[src/rtl/mem_stage_pkg.sv]
// rtl/mem_stage_pkg.sv - shared funct3 encodings, FSM states and access legality helpers
package mem_stage_pkg;

    localparam logic [2:0] F3_B  = 3'b000;
    localparam logic [2:0] F3_H  = 3'b001;
    localparam logic [2:0] F3_W  = 3'b010;
    localparam logic [2:0] F3_BU = 3'b100;
    localparam logic [2:0] F3_HU = 3'b101;

    typedef enum logic [1:0] {
        ST_IDLE = 2'd0,
        ST_REQ  = 2'd1,
        ST_WAIT = 2'd2
    } state_e;

    function automatic logic load_f3_legal(input logic [2:0] f3);
        return (f3 == F3_B) || (f3 == F3_H) || (f3 == F3_W) ||
               (f3 == F3_BU) || (f3 == F3_HU);
    endfunction

    function automatic logic store_f3_legal(input logic [2:0] f3);
        return (f3 == F3_B) || (f3 == F3_H) || (f3 == F3_W);
    endfunction

endpackage

[src/rtl/mem_stage_if.sv]
// rtl/mem_stage_if.sv - data memory req/gnt/rvalid bus between the MEM stage and data memory
interface mem_stage_if #(
    parameter int AddrWidth = 10
);
    logic                 dmem_req;
    logic                 dmem_we;
    logic [AddrWidth-1:0] dmem_addr;
    logic [3:0]           dmem_be;
    logic [31:0]          dmem_wdata;
    logic                 dmem_gnt;
    logic                 dmem_rvalid;
    logic [31:0]          dmem_rdata;

    modport master (
        output dmem_req, dmem_we, dmem_addr, dmem_be, dmem_wdata,
        input  dmem_gnt, dmem_rvalid, dmem_rdata
    );

    modport slave (
        input  dmem_req, dmem_we, dmem_addr, dmem_be, dmem_wdata,
        output dmem_gnt, dmem_rvalid, dmem_rdata
    );
endinterface

[src/rtl/mem_stage_lsu_align.sv]
// rtl/mem_stage_lsu_align.sv - store lane steering, byte enables, fault check and load extension
module lsu_align
    import mem_stage_pkg::*;
(
    input  logic        mem_read,
    input  logic        mem_write,
    input  logic [2:0]  funct3,
    input  logic [1:0]  addr_lo,
    input  logic [31:0] w_data,
    output logic [3:0]  be,
    output logic [31:0] wdata,
    output logic        fault,
    input  logic [2:0]  ld_funct3,
    input  logic [1:0]  ld_addr_lo,
    input  logic [31:0] rdata,
    output logic [31:0] ld_data
);
    logic       misaligned;
    logic       illegal;
    logic [7:0] ld_byte;
    logic [15:0] ld_half;

    always_comb begin
        be         = 4'b0000;
        wdata      = w_data;
        misaligned = 1'b0;
        case (funct3[1:0])
            2'b00: begin
                be    = 4'b0001 << addr_lo;
                wdata = {4{w_data[7:0]}};
            end
            2'b01: begin
                be         = 4'b0011 << {addr_lo[1], 1'b0};
                wdata      = {2{w_data[15:0]}};
                misaligned = addr_lo[0];
            end
            2'b10: begin
                be         = 4'b1111;
                misaligned = |addr_lo;
            end
            default: be = 4'b0000;
        endcase

        // Store takes priority when both controls are set, matching dmem_we in the FSM.
        illegal = 1'b0;
        if (mem_write)
            illegal = !store_f3_legal(funct3);
        else if (mem_read)
            illegal = !load_f3_legal(funct3);

        fault = (mem_read | mem_write) & (illegal | misaligned);
    end

    always_comb begin
        case (ld_addr_lo)
            2'd0:    ld_byte = rdata[7:0];
            2'd1:    ld_byte = rdata[15:8];
            2'd2:    ld_byte = rdata[23:16];
            default: ld_byte = rdata[31:24];
        endcase
        ld_half = ld_addr_lo[1] ? rdata[31:16] : rdata[15:0];

        case (ld_funct3)
            F3_B:    ld_data = {{24{ld_byte[7]}}, ld_byte};
            F3_BU:   ld_data = {24'b0, ld_byte};
            F3_H:    ld_data = {{16{ld_half[15]}}, ld_half};
            F3_HU:   ld_data = {16'b0, ld_half};
            default: ld_data = rdata;
        endcase
    end
endmodule

[src/rtl/mem_stage.sv]
// rtl/mem_stage.sv - RV32 MEM pipeline stage: load/store FSM over req/gnt/rvalid plus MEM/WB register
module mem_stage
    import mem_stage_pkg::*;
#(
    parameter int AddrWidth = 10,
    parameter int DataWidth = 32
) (
    input  logic        clk,
    input  logic        rst,
    input  logic        in_valid,
    output logic        in_ready,
    input  logic        flush,
    input  logic        ctrl_mem_read,
    input  logic        ctrl_mem_write,
    input  logic        ctrl_mem_to_reg,
    input  logic        ctrl_write_reg,
    input  logic        ctrl_branch,
    input  logic [2:0]  funct3,
    input  logic [31:0] alu_out,
    input  logic [31:0] w_data,
    input  logic [4:0]  write_reg,
    mem_stage_if.master dmem,
    output logic        out_valid,
    output logic [31:0] reg_out_mem_wb,
    output logic [4:0]  write_reg_mem_wb,
    output logic        ctrl_branch_mem_wb,
    output logic        ctrl_mem_to_reg_mem_wb,
    output logic        ctrl_write_reg_mem_wb,
    output logic        mem_fault_mem_wb
);
    generate
        if (DataWidth != 32) begin : g_width_check
            $error("mem_stage: DataWidth must be 32");
        end
    endgenerate

    state_e      state;
    logic        kill;
    logic        req_q;
    logic [2:0]  f3_q;
    logic [1:0]  lo_q;
    logic [31:0] alu_q;
    logic [4:0]  wr_q;
    logic        br_q;
    logic        m2r_q;
    logic        cwr_q;

    logic        accept;
    logic        is_mem;
    logic [3:0]  al_be;
    logic [31:0] al_wdata;
    logic        al_fault;
    logic [31:0] ld_data;

    assign in_ready = (state == ST_IDLE);
    assign accept   = in_valid & in_ready & ~flush;
    assign is_mem   = ctrl_mem_read | ctrl_mem_write;

    // A flush withdraws the request in the same cycle rather than waiting for the next edge.
    assign dmem.dmem_req = req_q & ~flush;

    lsu_align u_align (
        .mem_read   (ctrl_mem_read),
        .mem_write  (ctrl_mem_write),
        .funct3     (funct3),
        .addr_lo    (alu_out[1:0]),
        .w_data     (w_data),
        .be         (al_be),
        .wdata      (al_wdata),
        .fault      (al_fault),
        .ld_funct3  (f3_q),
        .ld_addr_lo (lo_q),
        .rdata      (dmem.dmem_rdata),
        .ld_data    (ld_data)
    );

    always_ff @(posedge clk or posedge rst) begin
        if (rst) begin
            state                  <= ST_IDLE;
            kill                   <= 1'b0;
            req_q                  <= 1'b0;
            f3_q                   <= 3'b0;
            lo_q                   <= 2'b0;
            alu_q                  <= 32'b0;
            wr_q                   <= 5'b0;
            br_q                   <= 1'b0;
            m2r_q                  <= 1'b0;
            cwr_q                  <= 1'b0;
            dmem.dmem_we           <= 1'b0;
            dmem.dmem_addr         <= '0;
            dmem.dmem_be           <= 4'b0;
            dmem.dmem_wdata        <= 32'b0;
            out_valid              <= 1'b0;
            reg_out_mem_wb         <= 32'b0;
            write_reg_mem_wb       <= 5'b0;
            ctrl_branch_mem_wb     <= 1'b0;
            ctrl_mem_to_reg_mem_wb <= 1'b0;
            ctrl_write_reg_mem_wb  <= 1'b0;
            mem_fault_mem_wb       <= 1'b0;
        end else begin
            out_valid <= 1'b0;
            unique case (state)
                ST_IDLE: begin
                    if (accept) begin
                        f3_q  <= funct3;
                        lo_q  <= alu_out[1:0];
                        alu_q <= alu_out;
                        wr_q  <= write_reg;
                        br_q  <= ctrl_branch;
                        m2r_q <= ctrl_mem_to_reg;
                        cwr_q <= ctrl_write_reg;
                        if (!is_mem || al_fault) begin
                            out_valid              <= 1'b1;
                            reg_out_mem_wb         <= alu_out;
                            write_reg_mem_wb       <= write_reg;
                            ctrl_branch_mem_wb     <= ctrl_branch;
                            ctrl_mem_to_reg_mem_wb <= ctrl_mem_to_reg;
                            ctrl_write_reg_mem_wb  <= ctrl_write_reg & ~al_fault;
                            mem_fault_mem_wb       <= al_fault;
                        end else begin
                            req_q           <= 1'b1;
                            dmem.dmem_we    <= ctrl_mem_write;
                            dmem.dmem_addr  <= alu_out[AddrWidth+1:2];
                            dmem.dmem_be    <= al_be;
                            dmem.dmem_wdata <= al_wdata;
                            state           <= ST_REQ;
                        end
                    end
                end
                ST_REQ: begin
                    if (flush) begin
                        req_q <= 1'b0;
                        // A load granted in the flush cycle still owes a response we must absorb.
                        if (dmem.dmem_gnt && !dmem.dmem_we) begin
                            kill  <= 1'b1;
                            state <= ST_WAIT;
                        end else begin
                            state <= ST_IDLE;
                        end
                    end else if (dmem.dmem_gnt) begin
                        req_q <= 1'b0;
                        if (dmem.dmem_we) begin
                            state                  <= ST_IDLE;
                            out_valid              <= 1'b1;
                            reg_out_mem_wb         <= alu_q;
                            write_reg_mem_wb       <= wr_q;
                            ctrl_branch_mem_wb     <= br_q;
                            ctrl_mem_to_reg_mem_wb <= m2r_q;
                            ctrl_write_reg_mem_wb  <= cwr_q;
                            mem_fault_mem_wb       <= 1'b0;
                        end else begin
                            state <= ST_WAIT;
                        end
                    end
                end
                ST_WAIT: begin
                    if (dmem.dmem_rvalid) begin
                        state <= ST_IDLE;
                        kill  <= 1'b0;
                        if (!(kill || flush)) begin
                            out_valid              <= 1'b1;
                            reg_out_mem_wb         <= ld_data;
                            write_reg_mem_wb       <= wr_q;
                            ctrl_branch_mem_wb     <= br_q;
                            ctrl_mem_to_reg_mem_wb <= m2r_q;
                            ctrl_write_reg_mem_wb  <= cwr_q;
                            mem_fault_mem_wb       <= 1'b0;
                        end
                    end else if (flush) begin
                        kill <= 1'b1;
                    end
                end
                default: state <= ST_IDLE;
            endcase
        end
    end
endmodule

[src/flat_wrapper.sv]
// flat-port wrapper written by rule: the top's interface ports become plain ports
module mem_stage_flat import mem_stage_pkg::*;
#(
    parameter int AddrWidth = 10,
    parameter int DataWidth = 32
)
  (clk, rst, in_valid, in_ready, flush, ctrl_mem_read, ctrl_mem_write, ctrl_mem_to_reg, ctrl_write_reg, ctrl_branch, funct3, alu_out, w_data, write_reg, out_valid, reg_out_mem_wb, write_reg_mem_wb, ctrl_branch_mem_wb, ctrl_mem_to_reg_mem_wb, ctrl_write_reg_mem_wb, mem_fault_mem_wb, dmem_dmem_req, dmem_dmem_we, dmem_dmem_addr, dmem_dmem_be, dmem_dmem_wdata, dmem_dmem_gnt, dmem_dmem_rvalid, dmem_dmem_rdata);
  mem_stage_if #(.AddrWidth(AddrWidth)) dmem_i ();
  input  logic clk;
  input  logic rst;
  input  logic in_valid;
  output logic in_ready;
  input  logic flush;
  input  logic ctrl_mem_read;
  input  logic ctrl_mem_write;
  input  logic ctrl_mem_to_reg;
  input  logic ctrl_write_reg;
  input  logic ctrl_branch;
  input  logic [2:0] funct3;
  input  logic [31:0] alu_out;
  input  logic [31:0] w_data;
  input  logic [4:0] write_reg;
  output logic out_valid;
  output logic [31:0] reg_out_mem_wb;
  output logic [4:0] write_reg_mem_wb;
  output logic ctrl_branch_mem_wb;
  output logic ctrl_mem_to_reg_mem_wb;
  output logic ctrl_write_reg_mem_wb;
  output logic mem_fault_mem_wb;
  output wire logic [$bits(dmem_i.dmem_req)-1:0] dmem_dmem_req;
  output wire logic [$bits(dmem_i.dmem_we)-1:0] dmem_dmem_we;
  output wire logic [$bits(dmem_i.dmem_addr)-1:0] dmem_dmem_addr;
  output wire logic [$bits(dmem_i.dmem_be)-1:0] dmem_dmem_be;
  output wire logic [$bits(dmem_i.dmem_wdata)-1:0] dmem_dmem_wdata;
  input wire logic [$bits(dmem_i.dmem_gnt)-1:0] dmem_dmem_gnt;
  input wire logic [$bits(dmem_i.dmem_rvalid)-1:0] dmem_dmem_rvalid;
  input wire logic [$bits(dmem_i.dmem_rdata)-1:0] dmem_dmem_rdata;
  assign dmem_dmem_req = dmem_i.dmem_req;
  assign dmem_dmem_we = dmem_i.dmem_we;
  assign dmem_dmem_addr = dmem_i.dmem_addr;
  assign dmem_dmem_be = dmem_i.dmem_be;
  assign dmem_dmem_wdata = dmem_i.dmem_wdata;
  assign dmem_i.dmem_gnt = dmem_dmem_gnt;
  assign dmem_i.dmem_rvalid = dmem_dmem_rvalid;
  assign dmem_i.dmem_rdata = dmem_dmem_rdata;
  mem_stage #(.AddrWidth(AddrWidth), .DataWidth(DataWidth)) u_core (.clk(clk), .rst(rst), .in_valid(in_valid), .in_ready(in_ready), .flush(flush), .ctrl_mem_read(ctrl_mem_read), .ctrl_mem_write(ctrl_mem_write), .ctrl_mem_to_reg(ctrl_mem_to_reg), .ctrl_write_reg(ctrl_write_reg), .ctrl_branch(ctrl_branch), .funct3(funct3), .alu_out(alu_out), .w_data(w_data), .write_reg(write_reg), .dmem(dmem_i), .out_valid(out_valid), .reg_out_mem_wb(reg_out_mem_wb), .write_reg_mem_wb(write_reg_mem_wb), .ctrl_branch_mem_wb(ctrl_branch_mem_wb), .ctrl_mem_to_reg_mem_wb(ctrl_mem_to_reg_mem_wb), .ctrl_write_reg_mem_wb(ctrl_write_reg_mem_wb), .mem_fault_mem_wb(mem_fault_mem_wb));
endmodule
[config.mk]
export PLATFORM = sky130hd
export DESIGN_NAME = mem_stage_flat
export DESIGN_NICKNAME = d
export VERILOG_FILES = /design/src/rtl/mem_stage_pkg.sv /design/src/rtl/mem_stage_if.sv /design/src/rtl/mem_stage_lsu_align.sv /design/src/rtl/mem_stage.sv /design/src/flat_wrapper.sv
export SDC_FILE = /design/constraint.sdc
export NUM_CORES = 1
export LEC_CHECK = 0
export BUFFER_PORTS_ARGS = -buffer_cell sky130_fd_sc_hd__buf_4
export CAP_MARGIN = 10
export CORE_UTILIZATION = 40
export CTS_CLUSTER_DIAMETER = 150
export DETAILED_ROUTE_END_ITERATION = 10
export GPL_ROUTABILITY_DRIVEN = 0
export REMOVE_ABC_BUFFERS = 1
export SLEW_MARGIN = 30
export SYNTH_ARGS = -nofsm -noshare
export SYNTH_HDL_FRONTEND = slang
export SYNTH_HIERARCHICAL = 1
export SYNTH_SLANG_ARGS = --single-unit
[constraint.sdc]
create_clock -name clk -period 12.02 [get_ports clk]
set_input_delay 2.404 -clock clk [delete_from_list [all_inputs] [get_ports clk]]
set_output_delay 2.404 -clock clk [all_outputs]
set_load 0.05 [all_outputs]
==> flow_metrics.tcl <==
set metrics [dict create \
    outcome "complete, but fails checks" \
    failing_checks "DRC" \
    top_level_ports 206 \
    final_antenna_net_count 0 \
    finalSetupViolCount 0 \
    ctsLongestPathBuffers 2 \
    post_cts_setup_buffers 0 \
    stdcell_count 1053 \
    ff_latch_area_sq_um 3400 \
    cell_area_synth_sq_um 7440 \
    holdBufCountCts 0 \
    nNetsFinal 934 \
    crit_path_max_incr_delay_ps 780 \
    tightest_slew_ps 894 \
    min_path_type "register to register" \
    yosysTopAreaCell "sky130_fd_sc_hd__dfrtp_1" \
    cpMaxStageDelayCell "sky130_fd_sc_hd__nor2_2" \
    synth_seq_cells 136 \
    groute.usage.overall_pct 21.7 \
    buffer_ports.inserted 205 \
    power_per_cell_area_nw_per_um2 330 \
    number_of_antenna_violations_at_the_first_check_in_global_routing 0 \
    worstSkewPairLatency_ps 420 \
    period_minus_slack_ps 5830 \
    leakage_nw 4.47 \
    cp_data_required_time_ps 12320 \
    overflow_left_after_global_routing 0 \
    grt.met3_usage_pct 4.61 \
    detail_route.wl_per_cell_um 19.3 \
    postSynthAreaPerCell_sq_um 11.7 \
    fin_tns_setup_ps 0 \
    drtIter0Drc 375 \
    yosys_warnings 6 \
    htree_num_levels 4 \
    number_of_max_slew_violations_in_the_final_report 0 \
    diodes 0 \
    vias_per_cell 5.46 \
    clock-skew-final_ps 14.2 \
    placement_rows 49 \
    synth_cells 638 \
    critical_path.endpoint_type "register" \
    postSynth.topFlopCell "sky130_fd_sc_hd__dfrtp_1" \
    global_route.usage.met1_pct 27.0 \
    critical_path.startpoint_type "input pin" \
    synth_async_sr_flop_share_pct 100 \
    synth_common_cells "sky130_fd_sc_hd__dfrtp_1, sky130_fd_sc_hd__mux2_2, sky130_fd_sc_hd__nor2_1" \
    die_width_um 138 \
    detailroute.via_count 5751 \
    number_of_global_route_vias_before_repair 6021 \
    post-place-cells 1021 \
    ys_seq_area_share_pct 45.7 \
    clk_root_buffer_cell "sky130_fd_sc_hd__clkbuf_16" \
    synthToLayoutAreaGrowth_pct 28.8 \
    numClockSinks 136 \
    post-synth-top-count-cell "sky130_fd_sc_hd__dfrtp_1" \
    multiInputGateArea_sq_um 3660 \
    path_class "input pin to register" \
    grt_most_used_layer "met2" \
    synth_cell_types 49 \
    grt.met2_usage_pct 36.6 \
    post_route_cells_drive_above_1_share_pct 49.9 \
    cts_tree "built" \
    hold_viol_final 0 \
    cp.arrival_ps 6140 \
    drt_wl_total_um 20300 \
    core_region_area_sq_um 18100 \
    post_synth_main_area_contributors "sky130_fd_sc_hd__dfrtp_1, sky130_fd_sc_hd__mux2_2, sky130_fd_sc_hd__mux2_4" \
    clkSlewWorstSetupHoldPaths_ps 60 \
    max_cap_viol_count 0 \
    maxClockFrequency_ghz 0.171 \
    relSlewSlack_pct 40.4 \
    cp_cell_sequence "buf_4, inv_1, ha_1, nor2_2, a2111oi_0, nor3_1, o21ba_2, o21ai_1, nand3_4, mux2_4" \
    max-vdd-ir-drop_uv 157 \
    fillCellCount 1582 \
    cts-buffers-inserted 17 \
    die_height_um 138 \
    largest_fanout_on_the_critical_path 41 \
    count_of_cells_resized_by_post_cts_repair 0 \
    dp.final_hpwl_um 14300 \
    rsz_0062_raised_after_global_routing "no" \
    fin_crit_sh_pct 48.5 \
    overall_die_area_sq_um 19200 \
    number_of_flops_mapped_to_enable_cells_by_yosys 0 \
    firstDrtPassIters 7 \
    grt_start_max_net_pins 88 \
    start_util_pct 41.1 \
    drcViolationCount 18 \
    synthDominantCellAreaShare_pct 45.7 \
    grt_pass1_wl_um 32500 \
]
## path summary, 6_finish.rpt
| path | from | endpoint | slack (ps) | depth (start not counted) |
|---|---|---|---|---|
| max | funct3[0] | u_core/reg_out_mem_wb[31] | 6190 | 10 |
| min | u_core/alu_q[7] | u_core/alu_q[7] | 510 | 1 |
| max reg2reg | u_core/alu_q[1] | u_core/reg_out_mem_wb[24] | 9330 | 6 |
| min reg2reg | u_core/alu_q[7] | u_core/alu_q[7] | 510 | 1 |
| max in group asynchronous | rst | u_core/dmem.dmem_wdata[15] | 8740 | 3 |
| min in group asynchronous | rst | u_core/reg_out_mem_wb[11] | 2110 | 2 |
## cell usage in the layout, fill, tap and decap left out, types with 5 or more instances in the layout
cell type | netlist | layout
sky130_fd_sc_hd__a22o_1 | 16 | 16
sky130_fd_sc_hd__buf_4 | 14 | 211
sky130_fd_sc_hd__dfrtp_1 | 136 | 135
sky130_fd_sc_hd__a21oi_1 | 48 | 48
sky130_fd_sc_hd__mux2_2 | 107 | 107
sky130_fd_sc_hd__a221o_1 | 8 | 8
sky130_fd_sc_hd__nand2_1 | 29 | 29
sky130_fd_sc_hd__nand2b_1 | 5 | 5
sky130_fd_sc_hd__mux4_2 | 8 | 8
sky130_fd_sc_hd__mux2_4 | 40 | 40
sky130_fd_sc_hd__a311oi_1 | 7 | 7
sky130_fd_sc_hd__o22ai_1 | 7 | 7
sky130_fd_sc_hd__a22oi_1 | 41 | 41
sky130_fd_sc_hd__ha_1 | 8 | 7
sky130_fd_sc_hd__nor2_1 | 51 | 50
sky130_fd_sc_hd__clkbuf_16 | 0 | 17
sky130_fd_sc_hd__inv_1 | 18 | 17
sky130_fd_sc_hd__o21ai_0 | 12 | 12
## cell families after synthesis
family | synth area share (%)
fa+ha+maj | 1.35
compound gates | 14.2
simple gates | 6.62
buf+inv | 5.38
mux | 26.7
flops | 45.7
## power by group
group	switching, mW	leakage, nW	internal, mW
combinational	1.06	2.57	0.741
clock	0.210	0.272	0.297
sequential	0.168	1.63	0.693
## worst max-delay path: cells and delay by family
kind                       cells  cell delay [ps]
and+or+nand+nor                3             1820
AOI/OAI and AO/OA              3              710
muxes                          1              560
adders and majority gates      1              440
buffers and inverters          2              150
## through the flow
stage	hold slack (ps)	util (%)	power [mW]	worst slack [ps]	cell area (sq um)
after floorplan	474	-	2.16	5490	7110
after global placement	480	49.8	2.62	5860	9010
after detailed placement	494	49.8	2.67	5710	9010
after CTS	508	53.0	3.19	6160	9580
after global routing	519	53.0	3.33	5820	9580
final	506	53.0	3.16	6190	9580
## state kept, by name, indices dropped and copies added, names as in the netlist, 2 cells and up
signal                   flops
u_core/state                 2
u_core/dmem.dmem_be          4
u_core/dmem.dmem_addr       10
u_core/f3_q                  3
u_core/reg_out_mem_wb       32
u_core/dmem.dmem_wdata      32
u_core/alu_q                31
u_core/write_reg_mem_wb      5
u_core/wr_q                  5
## metal layers
| metal | routed length (um) | up-vias |
|---|---|---|
| met5 | 0 | - |
| met4 | 558 | 0 |
| met3 | 1040 | 38 |
| met2 | 10100 | 170 |
| met1 | 8570 | 2862 |
| li1 | - | 2681 |
## area by class of cell
type,count,area share (%)
Clock buffer,19,4.73
Clock inverter,13,1.28
Inverter,19,0.796
Multi-Input combinational cell,426,38.2
Sequential cell,136,35.5
Tap cell,229,2.99
Timing Repair Buffer,211,16.5
Note: power is estimated with default switching activity, not from simulation.
